===== src/rtl/adc_pkg.sv =====
`default_nettype none
// ============================================================================
// Module      : adc_pkg
// Description : Shared constants for the AD9226 capture path and the dac_*
//               drivers: FSM state encoding, default converter width and
//               pipeline latency, and a counter-width helper.
// Revision    : 1.0 - initial release
// ============================================================================
package adc_pkg;

    // FSM state encoding (explicit 2-bit width)
    localparam int unsigned              c_STATE_W = 2;
    localparam logic [c_STATE_W-1:0]     c_ST_IDLE = 2'd0;
    localparam logic [c_STATE_W-1:0]     c_ST_FILL = 2'd1;
    localparam logic [c_STATE_W-1:0]     c_ST_RUN  = 2'd2;

    // Converter defaults (AD9226: 12 bit, 7-clock pipeline)
    localparam int unsigned c_ADC_W_DEFAULT    = 12;
    localparam int unsigned c_PIPE_LAT_DEFAULT = 7;

    // Number of bits needed to hold the values 0..max_val, never less than 1.
    function automatic int unsigned cnt_width(input int unsigned max_val);
        int unsigned w;
        w = 1;
        while ((max_val >> w) != 0) begin
            w = w + 1;
        end
        return w;
    endfunction

endpackage
`default_nettype wire


===== src/rtl/adc_avg_acc.sv =====
`default_nettype none
// ============================================================================
// Module      : adc_avg_acc
// Description : Window averager. Sums 2^ACC_LOG2 consecutive valid samples,
//               ORs their out-of-range flags, and emits a one-cycle result
//               of sum >> ACC_LOG2 (truncating) with the OR'd flag.
// Ports       : clk, rst      - clock, synchronous active-high reset
//               clr           - abandon the partial window
//               in_vld        - in_data/in_otr carry a sample to accumulate
//               in_data/in_otr- sample and its out-of-range flag
//               out_vld       - one-cycle strobe, window result ready
//               out_data/otr  - averaged sample and window OTR OR
// Revision    : 1.0 - initial release
// ============================================================================
module adc_avg_acc
    import adc_pkg::*;
#(
    parameter int unsigned ADC_W    = c_ADC_W_DEFAULT,
    parameter int unsigned ACC_LOG2 = 2
) (
    input  logic             clk,
    input  logic             rst,
    input  logic             clr,
    input  logic             in_vld,
    input  logic [ADC_W-1:0] in_data,
    input  logic             in_otr,
    output logic             out_vld,
    output logic [ADC_W-1:0] out_data,
    output logic             out_otr
);

    // The sum of 2^ACC_LOG2 unsigned ADC_W-bit samples always fits in
    // ADC_W+ACC_LOG2 bits, so no saturation logic is needed.
    localparam int unsigned          c_ACC_W = ADC_W + ACC_LOG2;
    localparam int unsigned          c_CNT_W = (ACC_LOG2 > 0) ? ACC_LOG2 : 1;
    localparam logic [c_CNT_W-1:0]   c_LAST  = c_CNT_W'((1 << ACC_LOG2) - 1);

    logic [c_ACC_W-1:0] r_acc;
    logic [c_CNT_W-1:0] r_cnt;
    logic               r_otr;
    logic               r_out_vld;
    logic [ADC_W-1:0]   r_out_data;
    logic               r_out_otr;

    logic [c_ACC_W-1:0] w_sum;
    logic               w_otr_any;
    logic               w_last;

    // Sum and flag including the sample being presented this cycle, so the
    // final sample of a window goes straight into the result.
    assign w_sum     = r_acc + c_ACC_W'(in_data);
    assign w_otr_any = r_otr | in_otr;
    assign w_last    = (r_cnt == c_LAST);

    always_ff @(posedge clk) begin
        if (rst) begin
            r_acc      <= '0;
            r_cnt      <= '0;
            r_otr      <= 1'b0;
            r_out_vld  <= 1'b0;
            r_out_data <= '0;
            r_out_otr  <= 1'b0;
        end else begin
            r_out_vld <= 1'b0;
            if (clr) begin
                r_acc <= '0;
                r_cnt <= '0;
                r_otr <= 1'b0;
            end else if (in_vld) begin
                if (w_last) begin
                    // Window complete: publish and restart from zero so the
                    // very next sample seeds a fresh window.
                    r_out_vld  <= 1'b1;
                    r_out_data <= w_sum[c_ACC_W-1:ACC_LOG2];
                    r_out_otr  <= w_otr_any;
                    r_acc      <= '0;
                    r_cnt      <= '0;
                    r_otr      <= 1'b0;
                end else begin
                    r_acc <= w_sum;
                    r_cnt <= r_cnt + c_CNT_W'(1);
                    r_otr <= w_otr_any;
                end
            end
        end
    end

    assign out_vld  = r_out_vld;
    assign out_data = r_out_data;
    assign out_otr  = r_out_otr;

endmodule
`default_nettype wire


===== src/rtl/adc_9226_capture.sv =====
`default_nettype none
// ============================================================================
// Module      : adc_9226_capture
// Description : AD9226 parallel-ADC capture front end. Registers the ADC bus,
//               discards the converter's pipeline-latency samples after each
//               enable, averages 2^ACC_LOG2 samples per output word and
//               presents the result through a valid/ready output register
//               with a sticky overrun flag.
// Ports       : clk, rst          - clock (also ADC clock), sync reset
//               I_en              - capture enable
//               I_adc_data/otr    - ADC data (offset binary) and OTR flag
//               I_ready           - downstream accept
//               O_adc_clkDriver   - clock forwarded to the ADC
//               O_data/O_otr      - averaged word and window OTR OR
//               O_valid           - O_data/O_otr valid
//               O_overrun         - sticky, a finished word was dropped
//               O_busy            - FSM not idle
// Revision    : 1.0 - initial release
// ============================================================================
module adc_9226_capture
    import adc_pkg::*;
#(
    parameter int unsigned ADC_W    = c_ADC_W_DEFAULT,
    parameter int unsigned PIPE_LAT = c_PIPE_LAT_DEFAULT,
    parameter int unsigned ACC_LOG2 = 2   // 0..4
) (
    input  logic             clk,
    input  logic             rst,
    input  logic             I_en,
    input  logic [ADC_W-1:0] I_adc_data,
    input  logic             I_adc_otr,
    input  logic             I_ready,
    output logic             O_adc_clkDriver,
    output logic [ADC_W-1:0] O_data,
    output logic             O_valid,
    output logic             O_otr,
    output logic             O_overrun,
    output logic             O_busy
);

    localparam int unsigned        c_FILL_W    = cnt_width(PIPE_LAT);
    // Only meaningful when PIPE_LAT > 0; FILL is skipped otherwise.
    localparam logic [c_FILL_W-1:0] c_FILL_LAST = c_FILL_W'(PIPE_LAT - 1);

    logic [c_STATE_W-1:0] r_state;
    logic [c_STATE_W-1:0] w_next_state;
    logic [c_FILL_W-1:0]  r_fill_cnt;

    logic [ADC_W-1:0]     r_adc_data;
    logic                 r_adc_otr;

    logic                 w_fill_step;
    logic                 w_run_step;
    logic                 w_busy;
    logic                 w_acc_clr;

    logic                 w_win_vld;
    logic [ADC_W-1:0]     w_win_data;
    logic                 w_win_otr;

    logic [ADC_W-1:0]     r_o_data;
    logic                 r_o_valid;
    logic                 r_o_otr;
    logic                 r_o_overrun;

    // The ADC runs from the same clock; forward it untouched so it keeps
    // toggling through reset.
    assign O_adc_clkDriver = clk;

    // ------------------------------------------------------------------
    // Input stage: nothing downstream looks at the raw ADC pins.
    // ------------------------------------------------------------------
    always_ff @(posedge clk) begin
        if (rst) begin
            r_adc_data <= '0;
            r_adc_otr  <= 1'b0;
        end else begin
            r_adc_data <= I_adc_data;
            r_adc_otr  <= I_adc_otr;
        end
    end

    // ------------------------------------------------------------------
    // FSM: state register
    // ------------------------------------------------------------------
    always_ff @(posedge clk) begin
        if (rst) begin
            r_state <= c_ST_IDLE;
        end else begin
            r_state <= w_next_state;
        end
    end

    // ------------------------------------------------------------------
    // FSM: next-state logic. Dropping I_en returns to IDLE from anywhere.
    // ------------------------------------------------------------------
    always_comb begin
        w_next_state = r_state;
        if (!I_en) begin
            w_next_state = c_ST_IDLE;
        end else begin
            case (r_state)
                c_ST_IDLE: w_next_state = (PIPE_LAT == 0) ? c_ST_RUN : c_ST_FILL;
                c_ST_FILL: begin
                    if (r_fill_cnt == c_FILL_LAST) begin
                        w_next_state = c_ST_RUN;
                    end
                end
                c_ST_RUN:  w_next_state = c_ST_RUN;
                default:   w_next_state = c_ST_IDLE;
            endcase
        end
    end

    // ------------------------------------------------------------------
    // FSM: outputs. A registered sample is consumed (discarded in FILL,
    // accumulated in RUN) only while I_en is still high.
    // ------------------------------------------------------------------
    always_comb begin
        w_fill_step = 1'b0;
        w_run_step  = 1'b0;
        w_busy      = 1'b0;
        case (r_state)
            c_ST_FILL: begin
                w_fill_step = I_en;
                w_busy      = 1'b1;
            end
            c_ST_RUN: begin
                w_run_step  = I_en;
                w_busy      = 1'b1;
            end
            default: begin
                w_busy      = 1'b0;
            end
        endcase
    end

    // Counts samples discarded in FILL; zero whenever FILL is not consuming
    // so a re-enable always repeats the full discard.
    always_ff @(posedge clk) begin
        if (rst) begin
            r_fill_cnt <= '0;
        end else if (!w_fill_step || (r_fill_cnt == c_FILL_LAST)) begin
            r_fill_cnt <= '0;
        end else begin
            r_fill_cnt <= r_fill_cnt + c_FILL_W'(1);
        end
    end

    // ------------------------------------------------------------------
    // Averaging datapath. A partial window is abandoned when I_en drops;
    // a window that already completed is still delivered.
    // ------------------------------------------------------------------
    assign w_acc_clr = ~I_en;

    adc_avg_acc #(
        .ADC_W    (ADC_W),
        .ACC_LOG2 (ACC_LOG2)
    ) u_avg_acc (
        .clk      (clk),
        .rst      (rst),
        .clr      (w_acc_clr),
        .in_vld   (w_run_step),
        .in_data  (r_adc_data),
        .in_otr   (r_adc_otr),
        .out_vld  (w_win_vld),
        .out_data (w_win_data),
        .out_otr  (w_win_otr)
    );

    // ------------------------------------------------------------------
    // Output register. A new word replaces the held one only if the held
    // one is empty or being accepted this cycle; otherwise the new word is
    // lost and the overrun flag latches until reset.
    // ------------------------------------------------------------------
    always_ff @(posedge clk) begin
        if (rst) begin
            r_o_data    <= '0;
            r_o_valid   <= 1'b0;
            r_o_otr     <= 1'b0;
            r_o_overrun <= 1'b0;
        end else if (w_win_vld) begin
            if (!r_o_valid || I_ready) begin
                r_o_data  <= w_win_data;
                r_o_otr   <= w_win_otr;
                r_o_valid <= 1'b1;
            end else begin
                r_o_overrun <= 1'b1;
            end
        end else if (r_o_valid && I_ready) begin
            r_o_valid <= 1'b0;
        end
    end

    assign O_data    = r_o_data;
    assign O_valid   = r_o_valid;
    assign O_otr     = r_o_otr;
    assign O_overrun = r_o_overrun;
    assign O_busy    = w_busy;

endmodule
`default_nettype wire


===== config.mk =====
export PLATFORM = sky130hd
export DESIGN_NAME = adc_9226_capture
export DESIGN_NICKNAME = d
export VERILOG_FILES = /design/src/rtl/adc_pkg.sv /design/src/rtl/adc_avg_acc.sv /design/src/rtl/adc_9226_capture.sv
export SDC_FILE = /design/constraint.sdc
export NUM_CORES = 1
export LEC_CHECK = 0
export BUFFER_PORTS_ARGS = -buffer_cell sky130_fd_sc_hd__buf_2
export CAP_MARGIN = 20
export CORE_ASPECT_RATIO = 0.6
export CORE_MARGIN = 10
export CORE_UTILIZATION = 44
export DETAILED_ROUTE_END_ITERATION = 8
export SLEW_MARGIN = 20
export SYNTH_ARGS = -nofsm -noshare
export SYNTH_HDL_FRONTEND = slang
export SYNTH_SLANG_ARGS = --single-unit

===== constraint.sdc =====
create_clock -name clk -period 2.7 [get_ports clk]
set_input_delay 0.27 -clock clk [delete_from_list [all_inputs] [get_ports clk]]
set_output_delay 0.27 -clock clk [all_outputs]
set_load 0.03 [all_outputs]

Yosys cells after proc, flatten, opt, wreduce, memory -nomap -nowiden
Cells that the tools add are included.
{"block": "word_totals", "regBits": 64, "in_bits": 17, "output_inout_bits": 17, "word_cells": 54}
{"block": "classes", "n_addsub": 3, "n_eq_ne": 6, "n_mux": 12, "bitwise": 4, "reduce_logical": 15}
{"operator": "$add 14x12->14", "n": 1}
{"operator": "$mux 14", "n": 1}
{"operator": "$mux 1", "n": 8}
{"operator": "$pmux 2 s3", "n": 1}
{"operator": "$reduce_and 2->1", "n": 3}
{"operator": "$reduce_or 2->1", "n": 3}
{"operator": "$eq 2x2->1 const B", "n": 2}
{"operator": "$mux 2", "n": 2}
{"operator": "$ne 2x2->1 const B", "n": 2}
{"operator": "$add 3x1->3 const B", "n": 1}
{"operator": "$eq 3x3->1 const B", "n": 1}
{"operator": "$not 1->1", "n": 3}
{"operator": "$reduce_and 3->1", "n": 1}
{"operator": "$reduce_or 3->1", "n": 1}
{"operator": "$add 2x1->2 const B", "n": 1}
{"operator": "$eq 2x1->1 const B", "n": 1}
{"operator": "$logic_not 1->1", "n": 2}
{"operator": "$logic_not 2->1", "n": 1}
{"operator": "$logic_or 1x1->1", "n": 2}
{"operator": "$reduce_bool 2->1", "n": 1}
{"operator": "$logic_and 1x1->1", "n": 1}
{"operator": "$or 1x1->1", "n": 1}

Depth between registers and ports, before layout
{"block": "logic_depth", "depth_word": 5, "mapped_depth": 9, "depth_no_buf": 9}

Modules after synthesis
From an unflattened synthesis, not the netlist that was laid out.
{"block": "hier_totals", "cells_unflattened": 345, "hier_area_um2": 3241.9}
{"module": "adc_avg_acc", "n_inst": 1, "cells_per_inst": 224, "area_per_inst_um2": 1943.1, "seq_area_each_um2": 620.6}
{"module": "adc_9226_capture", "n_inst": 1, "cells_per_inst": 121, "area_per_inst_um2": 1298.7, "seq_area_each_um2": 660.6}

==> results.yml <==
placement:
  place_area_um2: 3110
  globalplace.congestion: 0.853
  hpwlAfterDp_um: 4620
  io_buffers: 33
timing:
  skew_ns: 0.00954
  fin_crit_sh: 0.830
  setup_viol: 0
  finalCriticalPeriod_ns: 2.24
  maxSlewHeadroom: 0.401
  rsz0062_at_grt: "no"
  fmax_mhz: 446
  final_hold_viol_count: 0
  worst_pin_slew_ns: 0.896
  slew_viol_final: 0
  tns_ns: 0
pwr:
  switching_share: 0.231
  powerDensity_nw_per_um2: 603
  ir_drop_uv: 473
  p_comb_frac: 0.050
  power_switching_mw: 0.466
  p_leak_nw: 1.37
  p_clk_frac: 0.471
  internal_power_mw: 1.55
  power_frac_seq: 0.478
synth:
  synthCells: 327
  syn_area_um2: 2880
  synth_top_area_cell: "dfxtp_1"
  synth_edf_count: 0
  async_flop_share: 0
  synthMostInstantiatedCell: "dfxtp_1"
  synth_nets: 363
  yosys_warnings: 0
  synth_common_cells: "64 x dfxtp_1, 47 x nand2_1, 25 x a21oi_1"
  yosys_register_bits: 64
  syn_avg_cell_area_um2: 8.80
  synth_top_flop_cell: "dfxtp_1"
  synth.distinct_cells: 48
  synth_top_area_share: 0.445
  seq_area_frac_synth: 0.445
  synth.area.top_cells: "dfxtp_1 45%, ha_1 7.8%, nand2_1 6.1%"
floorplan:
  dieArea_um2: 10300
  ios: 34
  die_y_um: 82.6
  chipWidth_um: 124
  num_rows: 22
  start_util: 0.463
  core_area_um2: 6220
clock_network:
  tritoncts: "built"
  clk_latency_ns: 0.45
  clk_pin_slew_ns: 0.07
  hold_buffers: 0
  post-cts-setup-buffer-count: 0
  cts_resized: 0
drt:
  avgViaCountPerCell: 5.17
  wl_per_cell_um: 14.1
  ant_nets: 0
  wl_um: 6350
  vias: 2326
  initialDrtViolationCount: 194
  drcViolationCount: 0
  drt_first_pass_iters: 4
grt:
  use_met2: 0.176
  use_met1: 0.171
  overflow: 0
  antenna_found_initial: 0
  use_met3: 0.0553
  grt_max_degree: 48
  track_usage: 0.127
  first_global_vias: 2184
  grt_pass1_wl_um: 10500
  busiest_layer: "met2"
min_path:
  hp-class: "in2reg"
worst_setup_path:
  crit_required_ns: 3.09
  end_kind: "register"
  path_class: "reg2reg"
  cp-start-kind: "register"
  worstPathMaxFanout: 4
  worst_ep_arrival_time_ns: 2.63
final_layout:
  diodes: 0
  area_growth_pct: 16.1
  drive_gt1_frac: 0.164
  fin_area_um2: 3340
  nNetsFinal: 398
  final_core_util: 0.537
run_status:
  status: "complete, no violations"
job:
  maxCapViolCount: 0
==> through the flow <==
| stage | hold slack, ns | total power, mW | worst slack, ns | cells |
|---|---|---|---|---|
| 2_1_floorplan | 0.398 | 1.11 | 0.633 | 327 |
| 3_3_place_gp | 0.437 | 1.13 | 0.547 | 432 |
| 3_5_place_dp | 0.437 | 1.13 | 0.471 | 432 |
| 4_1_cts | 0.00467 | 2.05 | 0.460 | 450 |
| 5_1_grt | 0.00959 | 2.11 | 0.251 | 450 |
| 6_report | 0.0279 | 2.01 | 0.459 | 450 |
==> layout by cell type (no fill, tap or decap), drive strengths merged, types with 2 or more instances in the layout <==
master and n:
dfxtp 64, nand2 47, buf 37, a21oi 26, nor2 23, nor2b 18
ha 18, clkbuf 15, nand3b 13, o21ai 13, nand3 9, nor3 9
inv 8, nand2b 7, a21o 6, xnor2 5, mux2i 4, a22oi 4
nand4b 3, xor2 3, a21boi 2, and3 2, o21bai 2, nand4 2
mux2 2, or4 2, o211ai 2, or3 2, o31a 2
==> area by class of cell <==
type	instances	area, µm²
repair buffers	36	190
clock inverters	3	42.5
fillers	607	2880
flip-flops and latches	64	1280
inverters	8	30.0
clock buffers	16	191
well taps	84	105
multi-input cells	239	1500
==> power by group through the flow <==
stage,Clock (mW),Combinational (mW),Sequential (mW)
final,0.950,0.101,0.964
after global routing,1.03,0.113,0.964
after CTS,0.984,0.101,0.964
after detailed placement,0.0467,0.101,0.985
after global placement,0.0467,0.100,0.985
after floorplan,0.0555,0.0693,0.983
==> per-layer routing <==
layer	routed length [µm]	vias up
li1	-	1194
met1	3430	1067
met2	2510	60
met3	371	5
met4	36	0
met5	0	-
==> logic make-up (layout without fill, tap and decap cells) <==
family                     count (synthesis)  count (layout)  share of synthesized area
and+or+nand+nor                          140             140                      0.246
AOI/OAI and AO/OA                         66              66                      0.144
DFF                                       64              64                      0.445
buffers and inverters                     24              63                     0.0330
adders and majority gates                 19              19                     0.0852
xor gates and xnor gates                   8               8                     0.0243
muxes                                      6               6                     0.0217
==> path summary, 6_finish.rpt <==
path                                   start                                  end  slack (ns)  cells after the start
max          u_avg_acc.r_acc[0]$_SDFFE_PP0P_  u_avg_acc.out_data[10]$_SDFFE_PP0P_        0.46                      9
min                            I_adc_data[7]             r_adc_data[7]$_SDFF_PP0_        0.03                      2
max reg2reg  u_avg_acc.r_acc[0]$_SDFFE_PP0P_  u_avg_acc.out_data[10]$_SDFFE_PP0P_        0.46                      9
min reg2reg         r_fill_cnt[0]$_SDFF_PP0_             r_fill_cnt[0]$_SDFF_PP0_        0.45                      1
==> state kept, by name, summed over array words and instances (netlist names) <==
register / cells
O_data: 12
O_otr: 1
O_overrun: 1
O_valid: 1
r_adc_data: 12
r_adc_otr: 1
r_fill_cnt: 3
r_state: 2
u_avg_acc.out_data: 12
u_avg_acc.out_otr: 1
u_avg_acc.out_vld: 1
u_avg_acc.r_acc: 14
u_avg_acc.r_cnt: 2
u_avg_acc.r_otr: 1
==> critical path, stage by stage, from the launching register on <==
cell	delay, ns
dfxtp_1	0.33
ha_1	0.16
inv_1	0.06
fa_1	0.40
nor2b_1	0.18
o31a_2	0.18
o31ai_1	0.09
a311o_1	0.32
or4_1	0.40
nand3_1	0.08
(Power assumes the default switching activity.)
